--- config.mk ---
export PLATFORM = sky130hd
export DESIGN_NAME = con_unit
export DESIGN_NICKNAME = d
export VERILOG_FILES = /design/src/rtl/con_pkg.sv /design/src/rtl/con_eval.sv /design/src/rtl/con_unit.sv
export SDC_FILE = /design/constraint.sdc
export NUM_CORES = 1
export LEC_CHECK = 0
export ABC_AREA = 0
export CAP_MARGIN = 25
export CORE_UTILIZATION = 42
export DETAILED_ROUTE_END_ITERATION = 8
export GPL_ROUTABILITY_DRIVEN = 0
export PLACE_DENSITY_LB_ADDON = 0.15
export SYNTH_ARGS = -nofsm -noshare
export SYNTH_HDL_FRONTEND = slang
export SYNTH_SLANG_ARGS = --single-unit
--- constraint.sdc ---
create_clock -name clk -period 2.44 [get_ports clk]
set_input_delay 0.488 -clock clk [delete_from_list [all_inputs] [get_ports clk]]
set_output_delay 0.488 -clock clk [all_outputs]
set_load 0.1 [all_outputs]
--- src/rtl/con_pkg.sv ---
// Shared definitions for the branch-condition unit: condition-code encodings
// and the bit that marks the reserved half of the code space.
package con_pkg;

  typedef logic [3:0] cc_t;

  localparam cc_t CC_BRZR   = 4'd0;
  localparam cc_t CC_BRNZ   = 4'd1;
  localparam cc_t CC_BRPL   = 4'd2;
  localparam cc_t CC_BRMI   = 4'd3;
  localparam cc_t CC_BRGE   = 4'd4;
  localparam cc_t CC_BRLE   = 4'd5;
  localparam cc_t CC_ALWAYS = 4'd6;
  localparam cc_t CC_NEVER  = 4'd7;

  // Any code with this bit set is reserved: never taken, flagged as an error.
  localparam int CC_RESERVED_BIT = 3;

endpackage

--- src/rtl/con_eval.sv ---
// Combinational condition evaluator: maps a condition code and an operand to
// a taken flag, plus a flag for reserved codes.
module con_eval
  import con_pkg::*;
#(
  parameter int WIDTH = 32
) (
  input  cc_t              cc_i,
  input  logic [WIDTH-1:0] value_i,
  output logic             taken_o,
  output logic             reserved_o
);

  logic sign_s;
  logic zero_s;

  assign sign_s = value_i[WIDTH-1];
  assign zero_s = (value_i == {WIDTH{1'b0}});

  // Decode the condition table; reserved codes force not-taken.
  always_comb begin
    taken_o    = 1'b0;
    reserved_o = 1'b0;
    if (cc_i[CC_RESERVED_BIT]) begin
      reserved_o = 1'b1;
      taken_o    = 1'b0;
    end else begin
      case (cc_i)
        CC_BRZR:   taken_o = zero_s;
        CC_BRNZ:   taken_o = !zero_s;
        CC_BRPL:   taken_o = !sign_s && !zero_s;
        CC_BRMI:   taken_o = sign_s;
        CC_BRGE:   taken_o = !sign_s;
        CC_BRLE:   taken_o = sign_s || zero_s;
        CC_ALWAYS: taken_o = 1'b1;
        CC_NEVER:  taken_o = 1'b0;
        default:   taken_o = 1'b0;
      endcase
    end
  end

endmodule

--- src/rtl/con_unit.sv ---
// Branch-condition unit: optional input pipeline stage, registered
// branch-taken flag with a completion pulse, sticky reserved-code flag and
// saturating evaluated/taken counters.
module con_unit
  import con_pkg::*;
#(
  parameter int WIDTH = 32,
  parameter int PIPE  = 0,
  parameter int CNT_W = 16
) (
  input  logic             clk,
  input  logic             reset,
  input  logic             CONin,
  input  logic [3:0]       C2,
  input  logic [WIDTH-1:0] value,
  input  logic             clr_stats,
  output logic             result,
  output logic             result_valid,
  output logic             cond_err,
  output logic [CNT_W-1:0] eval_count,
  output logic [CNT_W-1:0] taken_count
);

  localparam logic [CNT_W-1:0] CNT_MAX  = {CNT_W{1'b1}};
  localparam logic [CNT_W-1:0] CNT_ZERO = {CNT_W{1'b0}};
  localparam logic [CNT_W-1:0] CNT_ONE  = CNT_W'(1);

  // Request presented to the evaluator this cycle (after the optional stage).
  logic             ev_req_s;
  cc_t              ev_c2_s;
  logic [WIDTH-1:0] ev_val_s;
  logic             taken_s;
  logic             reserved_s;

  logic             result_q, result_d;
  logic             valid_q, valid_d;
  logic             err_q, err_d;
  logic [CNT_W-1:0] eval_q, eval_d;
  logic [CNT_W-1:0] taken_q, taken_d;

  if (PIPE != 0) begin : g_pipe
    logic             pv_q;
    cc_t              pc2_q;
    logic [WIDTH-1:0] pval_q;

    // Input stage: capture operands only on a request so idle X never enters.
    always_ff @(posedge clk or negedge reset) begin
      if (!reset) begin
        pv_q   <= 1'b0;
        pc2_q  <= 4'd0;
        pval_q <= {WIDTH{1'b0}};
      end else begin
        pv_q <= CONin;
        if (CONin) begin
          pc2_q  <= C2;
          pval_q <= value;
        end else begin
          pc2_q  <= pc2_q;
          pval_q <= pval_q;
        end
      end
    end

    assign ev_req_s = pv_q;
    assign ev_c2_s  = pc2_q;
    assign ev_val_s = pval_q;
  end else begin : g_nopipe
    // Gate operands with the request so undriven inputs stay out of the datapath.
    assign ev_req_s = CONin;
    assign ev_c2_s  = CONin ? C2 : 4'd0;
    assign ev_val_s = CONin ? value : {WIDTH{1'b0}};
  end

  con_eval #(.WIDTH(WIDTH)) u_eval (
    .cc_i      (ev_c2_s),
    .value_i   (ev_val_s),
    .taken_o   (taken_s),
    .reserved_o(reserved_s)
  );

  // Next-state: result update on completion, stats clear beats stats update.
  always_comb begin
    result_d = result_q;
    valid_d  = 1'b0;
    err_d    = err_q;
    eval_d   = eval_q;
    taken_d  = taken_q;
    if (ev_req_s) begin
      result_d = taken_s;
      valid_d  = 1'b1;
    end else begin
      result_d = result_q;
      valid_d  = 1'b0;
    end
    if (clr_stats) begin
      err_d   = 1'b0;
      eval_d  = CNT_ZERO;
      taken_d = CNT_ZERO;
    end else if (ev_req_s) begin
      err_d   = err_q | reserved_s;
      eval_d  = (eval_q == CNT_MAX) ? eval_q : eval_q + CNT_ONE;
      if (taken_s && (taken_q != CNT_MAX)) begin
        taken_d = taken_q + CNT_ONE;
      end else begin
        taken_d = taken_q;
      end
    end else begin
      err_d   = err_q;
      eval_d  = eval_q;
      taken_d = taken_q;
    end
  end

  // Output and statistics registers.
  always_ff @(posedge clk or negedge reset) begin
    if (!reset) begin
      result_q <= 1'b0;
      valid_q  <= 1'b0;
      err_q    <= 1'b0;
      eval_q   <= CNT_ZERO;
      taken_q  <= CNT_ZERO;
    end else begin
      result_q <= result_d;
      valid_q  <= valid_d;
      err_q    <= err_d;
      eval_q   <= eval_d;
      taken_q  <= taken_d;
    end
  end

  assign result       = result_q;
  assign result_valid = valid_q;
  assign cond_err     = err_q;
  assign eval_count   = eval_q;
  assign taken_count  = taken_q;

endmodule

==> metrics.txt, run 1 <==
number of detailed-route iterations in the first pass=4; final worst-path setup slack=23.00 ps; Post-Syn Area per Cell=9.112 µm²; antenna violations before repair=0; ranking of synthesized cells by area=dfrtp_1 45%, nor2_1 5.7%, xor2_1 4.9%; vias in the first global route=between 1500 and 2000; outcome=finished clean; Final min period=2417 ps; CTS Buf Count=5; Cells after Synth=216; register area share after synthesis=roughly 45%; power per cell area=between 400 and 500 nW/µm²; Post-DP Area=~2700 µm²; CTS hold repair buffers=0; ys flop type=dfrtp_1; Area growth, synth to finish=51.56%; commonest non-fill, non-tap cell in the layout=buf_4; setup violators final=0; max cap viols=0; via density per instance=5.636; Critical Path AT=~2600 ps; final hold vios=0; worst slack at placement=-289.5 ps; number of post-CTS setup repair buffers=0; total number of vias=around 2000; EDFF count, synth=0; R2R depth=7; Hold Crit Class=reg2reg; CTS tree=done; H-tree Lvls=2; met1 track demand over resource=approximately a quarter; Finished Layout Cells=between 300 and 400; worst setup path startpoint=value[5]; Placed Cells=roughly 340; routed wire length per instance=14.99 µm; Worst Tran Pin Value=625.2 ps; clock skew=10.02 ps; Synth top area share=around 45%; max-slew violations=0; worst r2r dst=taken_count[9]$_DFFE_PN0P_; Port Buffers=74; WL final=5.307 mm; CORE AREA=around 4400 µm²; Clock Tree Buf Depth=2; fraction of registers with async set or reset after synthesis=between 90% and 100%; commonest non-fill, non-tap cells in the layout=46 x buf_4, 34 x clkdlybuf4s50_1, 27 x nor2_1; Seq cells post-synth=35; Worst R2R Setup Slack=270 ps; share of layout cells above drive strength 1=30.13%; worst vdd ir=0.4371 mV; first-pass GRT wire length=8.142 mm; Die H=70.46 µm; global-route usage over all layers=20.18%; Clock Latency Late Sink=290 ps; synth warn=0; Final HPWL DP=roughly 3.6 mm; gr busiest metal=met2; P_leak=1.289 nW; Syn Nets=258; Worst slew margin=58.27%; I/O pin cnt=75; ANT cells=0; Routed Antenna Nets=0; Distinct cells, synth=33; largest net degree at the start of global routing=37; kind of critical path=in2reg; hold slack=510.0 ps; met3 usage=about 4.5%; Max FO, Critical Path=6; end of the critical path=taken_count[8]$_DFFE_PN0P_; initial DRC count=174; DRC=0; Core Rows=24; clock root buffer=clkbuf_8; Worst setup SP type=primary input; Initial Util=~45%; grt ovf=0; routing usage on met2=between 30% and 40%; Critical Path RT=between 2000 and 3000 ps; Final #Nets=approximately 340; CP Capture Type=flop; clock transition at the registers of the reported paths=approximately 80 ps; Fmax achieved=413.7 MHz; die area=4964 µm²; Horiz. Die Dim=just over 70 µm; Finished Cell Area=2983 µm²; Period Utilization, post-route=approximately 99%; Post-Syn Area=approximately 2000 µm²; Clock Sinks=35; area leader, netlist=dfrtp_1; R2R Path Start=taken_count[7]$_DFFE_PN0P_
-- flip-flops by register name (all words and copies together), names as in the netlist --
signal,flops
eval_count,16
cond_err,1
result,1
taken_count,16
result_valid,1
-- timing repair --
item / in CTS / in global routing
setup endpoints to repair: 0 / 16
gates resized for setup: 0 / 26
hold endpoints to repair: 0 / 0
-- routing by layer --
layer	part of all wire (%)	routed length, µm
met5	0	0
met4	1.2	63
met3	5.5	290
met2	51	2712
met1	42	2241
-- worst max-delay path: stages --
cell and delay [ps]:
clkdlybuf4s50_1 420, nor4_2 260, nand4_1 230, nor2_4 220, mux2_4 360, or4_1 500, a21oi_1 150
-- cells by family (layout without fill, tap and decap cells) --
logic type	after synthesis	count (layout)	synth area share, %
mux	9	11	5.149
xor+xnor	15	15	6.675
buf+inv	15	99	3.369
compound gates	31	31	10.43
simple gates	109	109	28.61
flops	35	35	44.50
fa+ha+maj	2	2	1.271
-- synth_stat cells, types with 8 or more instances --
library cell and number:
nand4_1 9, dfrtp_1 35, a21oi_1 11, or4_1 8, nor2_1 30, nand3_1 18, o31ai_1 9, xor2_1 11
nor4_1 9, nand2_1 13
-- area by class of cell --
cell class | instances | area (µm²)
Clock buffer | 6 | 82.58
Clock inverter | 2 | 35.03
Fill cell | 382 | 1431
Inverter | 6 | 22.52
Multi-Input combinational cell | 168 | 1140
Sequential cell | 35 | 889.6
Tap cell | 52 | 65.06
Timing Repair Buffer | 85 | 748.2
-- report_power, final --
group / internal, W / switching, W / leakage (nW) / total (W)
clock: 0.000331 / 0.000207 / 0.0612 / 0.000537
sequential: 0.000589 / 0.0000102 / 0.465 / 0.000599
combinational: 0.0000949 / 0.000135 / 0.763 / 0.000229
-- worst min path at each step --
stage / start / to / slack, ps / cells after the start
after detailed placement: cond_err$_DFFE_PN0P_ / cond_err$_DFFE_PN0P_ / 500 / 2
after global routing: taken_count[14]$_DFFE_PN0P_ / taken_count[14]$_DFFE_PN0P_ / 530 / 1
final: cond_err$_DFFE_PN0P_ / cond_err$_DFFE_PN0P_ / 510 / 2
after floorplan: reset / cond_err$_DFFE_PN0P_ / 190 / 0
after global placement: cond_err$_DFFE_PN0P_ / cond_err$_DFFE_PN0P_ / 480 / 2
after CTS: cond_err$_DFFE_PN0P_ / cond_err$_DFFE_PN0P_ / 510 / 2
-- stage by stage --
stage	util (%)	setup TNS, ps	total power (W)
2_1_floorplan	-	0	0.0007183
5_1_grt	67.57	-603.3	0.001412
3_3_place_gp	62.05	-3712	0.0008278
4_1_cts	64.71	0	0.001363
3_5_place_dp	62.05	-3731	0.0008302
6_report	67.57	0	0.001366
Note: power is estimated with default switching activity, not from simulation.
==> run 2, diff against run 1 <==
--- a/config.mk
+++ b/config.mk
@@ -10,6 +10,7 @@
 export CORE_UTILIZATION = 42
 export DETAILED_ROUTE_END_ITERATION = 8
 export GPL_ROUTABILITY_DRIVEN = 0
+export MAX_ROUTING_LAYER = met4
 export PLACE_DENSITY_LB_ADDON = 0.15
 export SYNTH_ARGS = -nofsm -noshare
 export SYNTH_HDL_FRONTEND = slang
==> run 2 against run 1 <==
  * Critical path depth stayed put
  * Highest routed layer unchanged
  * Register-to-register slack barely moved
  * Sequential share of layout area is the same
  * Largest cell class unchanged
  * Utilization unchanged
  * Largest power group unchanged
  * Sequential power about the same
  * Clock power hardly changed
==> metrics.txt, run 2 (synthesized netlist as in run 1, its figures left out) <==
Final #Nets=343 (unchanged); CP Capture Type=flop; grt ovf=0 (unchanged); Area growth, synth to finish=51.56% (unchanged); power per cell area=458.2 nW/µm² (about the same); share of layout cells above drive strength 1=30.13% (unchanged); Port Buffers=74 (unchanged); met1 track demand over resource=25.85% (+0.092 points); Finished Cell Area=2983 µm² (unchanged); Worst setup SP type=primary input; Final HPWL DP=3.567 mm (unchanged); Critical Path AT=2630 ps (about the same); Final Core Density=67.57% (unchanged); worst vdd ir=0.4380 mV (+0.21%); gr busiest metal=met2; crit-path leading delay family=simple AND/OR/NAND/NOR gates; Post-DP Area=2739 µm² (unchanged); routed wire length per instance=15.05 µm (+0.40%); Max FO, Critical Path=6 (unchanged); Core Rows=24 (unchanged); first-pass GRT wire length=8.142 mm (unchanged); Final min period=2420 ps (+3.225 ps); setup violators final=0 (unchanged); largest net degree at the start of global routing=37 (unchanged); Worst Tran Pin Value=629.2 ps (+3.953 ps); Worst slew margin=58.01% (-0.26 points); Die H=70.46 µm (unchanged); fill cell count=382 (unchanged); Routed Antenna Nets=0 (unchanged); clock skew=9.678 ps (-0.3409 ps); DRC=0 (unchanged); P_leak=1.289 nW (unchanged); Clock Tree Buf Depth=2 (unchanged); Worst R2R Setup Slack=270 ps (about the same); clock transition at the registers of the reported paths=80 ps (about the same); CP max stage cell=or4_1; initial DRC count=177 (+1.7%); I/O pin cnt=75 (unchanged); WL final=5.328 mm (+0.40%); clock root buffer=clkbuf_8; Clock Sinks=35 (unchanged); Clock Latency Late Sink=290 ps (about the same); die area=4964 µm² (unchanged); ANT cells=0 (unchanged); met3 usage=4.473% (unchanged); max cap viols=0 (unchanged); kind of critical path=in2reg; Horiz. Die Dim=70.46 µm (unchanged); global-route usage over all layers=20.75% (+0.57 points); CORE AREA=4414 µm² (unchanged); Hold Crit Class=reg2reg; hold slack=509.5 ps (-0.5150 ps); H-tree Lvls=2 (unchanged); CTS hold repair buffers=0 (unchanged); antenna violations before repair=0 (unchanged); CP Buf/Inv Count=1 (unchanged); CTS tree=done; total number of vias=1987 (-0.40%); Fmax achieved=413.2 MHz (-0.13%); max-slew violations=0 (unchanged); vias in the first global route=1832 (-0.11%); final hold vios=0 (unchanged); Max stage delay on crit path=500 ps (about the same); number of detailed-route iterations in the first pass=4 (unchanged); via density per instance=5.613 (-0.40%); outcome=finished clean; Critical Path RT=2650 ps (about the same); CTS Buf Count=5 (unchanged); Initial Util=44.59% (unchanged); commonest non-fill, non-tap cell in the layout=buf_4; routing usage on met2=33.86% (-0.11 points); worst path cell trace=clkdlybuf4s50_1, nor4_2, nand4_1, nor2_4, mux2_4, or4_1, a21oi_1; Period Utilization, post-route=99.19% (+0.13 points); commonest non-fill, non-tap cells in the layout=46 x buf_4, 34 x clkdlybuf4s50_1, 27 x nor2_1
-- run 2: cell counts in the layout (fill, tap and decap cells not counted) --
Identical to the previous run, type by type.
-- run 2: power by group --
group,internal [W],switching [W]
registers,0.000589,0.0000102
clock network,0.000331,0.000207
logic,0.0000949,0.000134
total,0.00101,0.000352
-- run 2: final timing paths --
kind                                                  from                          end  depth (start not counted)
worst max-delay path                              value[5]   taken_count[8]$_DFFE_PN0P_                          7
worst min-delay path                  cond_err$_DFFE_PN0P_         cond_err$_DFFE_PN0P_                          2
worst max register to register  taken_count[7]$_DFFE_PN0P_   taken_count[9]$_DFFE_PN0P_                          7
worst min register to register        cond_err$_DFFE_PN0P_         cond_err$_DFFE_PN0P_                          2
max in group asynchronous                            reset    eval_count[0]$_DFFE_PN0P_                          2
min in group asynchronous                            reset  taken_count[11]$_DFFE_PN0P_                          2
-- run 2: layout make-up --
class                           count  area [µm²]  share of cell area (%)
Clock buffer                        6       82.58                   2.768
Clock inverter                      2       35.03                   1.174
Inverter                            6       22.52                  0.7550
Multi-Input combinational cell    168        1140                   38.21
Sequential cell                    35       889.6                   29.82
Tap cell                           52       65.06                   2.181
Timing Repair Buffer               85       748.2                   25.08
-- run 2: metrics by stage --
stage	cells	setup TNS (ps)	setup slack [ps]	total power [W]
floorplan	216	0	2.915	0.0007183
CTS	352	0	3.035	0.001363
finish	354	0	19.77	0.001367
global placement	344	-3712	-267.1	0.0008278
global route	354	-601.5	-81.95	0.001413
detailed placement	344	-3731	-289.5	0.0008302
-- run 2: layer usage --
metal	vias to the layer above	wire length, µm
li1	959	-
met1	956	2232
met2	64	2717
met3	8	312
met4	0	65
met5	-	0
-- run 2: timing repair --
item | in CTS | in global routing
setup endpoints to repair | 0 | 16
gates resized for setup | 0 | 26
setup buffers | 0 | 0
-- run 2: worst register-to-register path, cell delays in order (launching register included) --
cell and delay (ps):
dfrtp_2 410, and3_1 230, and4_1 260, nand3_1 150
nor2_2 550, buf_4 260, or4_4 130, a21oi_2 50
==> patch (settings of run 1) <==
Set the parameter `PIPE` to 1 (it was 0).
--- a/src/rtl/con_unit.sv
+++ b/src/rtl/con_unit.sv
@@ -6,5 +6,5 @@
 #(
   parameter int WIDTH = 32,
-  parameter int PIPE  = 0,
+  parameter int PIPE  = 1,
   parameter int CNT_W = 16
 ) (
Check against the original RTL: not equivalent (a bounded check fails within 4 cycles, from zero or initial values and one cycle with reset low).
==> patch against run 1 <==
  * Clock skew fell by 3.3 ps
  * Synthesized area rose by 66%
  * Register-to-register slack got worse by 80 ps
  * First-iteration DRC count fell by 51%
  * Final area rose by 43%
  * Total power rose by 85%
  * Count of clock-buffer cells in the layout rose by 5
  * Sequential cell count rose by 37
  * Worst hold slack got worse by 34 ps
  * Worst setup slack improved by 160 ps
  * Routed wire length rose by 24%
  * Final cell count rose by 34%
==> patch: results (changes against run 1) <==
stage,metric,value,unit,change
outcome,status,"finished, final reports clean",,
cells_and_area,nClkBuffers,11,,+5
global_routing,grt_first_pass_wirelength,11.5,mm,+42%
synth,synthTopCellsByCount,"72 x sky130_fd_sc_hd__dfrtp_1, 36 x sky130_fd_sc_hd__mux2_2, 30 x sky130_fd_sc_hd__nor2_1",,
routing,totalWireLength,6.59,mm,+24%
cells_and_area,multi_input_logic_portion_of_the_cell_area,33.2,%,-5.0 points
cells_and_area,fin_nets,413,,+20%
cells_and_area,comb.multi_input.count,203,,+21%
pwr,p_seq,1.32,mW,+120%
pwr,leakage,1.77,nW,+37%
global_routing,met2_usage,28.3,%,-5.7 points
global_routing,first_global_vias,2513,,+37%
routing,wirelength_met1,3.05,mm,+36%
placement,place_hpwl,4.63,mm,+30%
routing,drt-initial-drc-count,86,,-51%
critical_path,critical_path_fanout_max,19,,+13
synth,post_synth_mux_area_share,13.0,%,+7.9 points
pwr,clkPwrFrac,33.6,%,-5.7 points
critical_path,cp_data_arrival_time,2520,ps,-110 ps
synth,post_synth_xor_area_fraction,4.02,%,-2.7 points
synth,yosysSeqAreaShare,55.2,%,+11 points
routing,vias_per_cell,5.25,,-6.8%
clock_network,clk-insertion-delay-late,340,ps,+50 ps
placement,dp_slack,97.9,ps,+387 ps
synth,fraction_of_the_mapped_netlist_area_in_adder_cells,0.766,%,-0.51 points
cells_and_area,final.fill_count,652,,+71%
cells_and_area,n_sequential_cell,72,,+110%
routing,met2RoutedLength,3.09,mm,+14%
cells_and_area,drive_gt1_share,31.9,%,+1.8 points
cells_and_area,n_all_inverters,3,,-3
cells_and_area,buf_share,16.9,%,-8.2 points
[patch: path summary, 6_finish.rpt]
| path | from | to | slack [ps] | depth (start not counted) |
|---|---|---|---|---|
| min in group clk | ev_req_s | result_valid | 510 | 0 |
| min reg2reg | ev_req_s | result_valid | 510 | 0 |
| min | reset | ev_val_s[25] | 480 | 2 |
| max | ev_val_s[14] | taken_count[7] | 190 | 7 |
| max in group asynchronous | reset | taken_count[3] | 1260 | 3 |
| max reg2reg | ev_val_s[14] | taken_count[7] | 190 | 7 |
[patch: through the flow]
step | hold WS (ps) | power, mW | instance area, sq um
3_3_place_gp | 310 | 1.69 | 4090
5_1_grt | 472 | 2.64 | 4280
6_report | 476 | 2.53 | 4280
4_1_cts | 468 | 2.55 | 4270
2_1_floorplan | 192 | 1.55 | 3290
3_5_place_dp | 309 | 1.70 | 4090
[patch: repair_timing]
| item | CTS | global route |
|---|---|---|
| hold buffers | 1 | 0 |
| resized for setup | 0 | 1 |
| endpoints found under the setup margin | 0 | 5 |
| hold endpoints to repair | 4 | 0 |
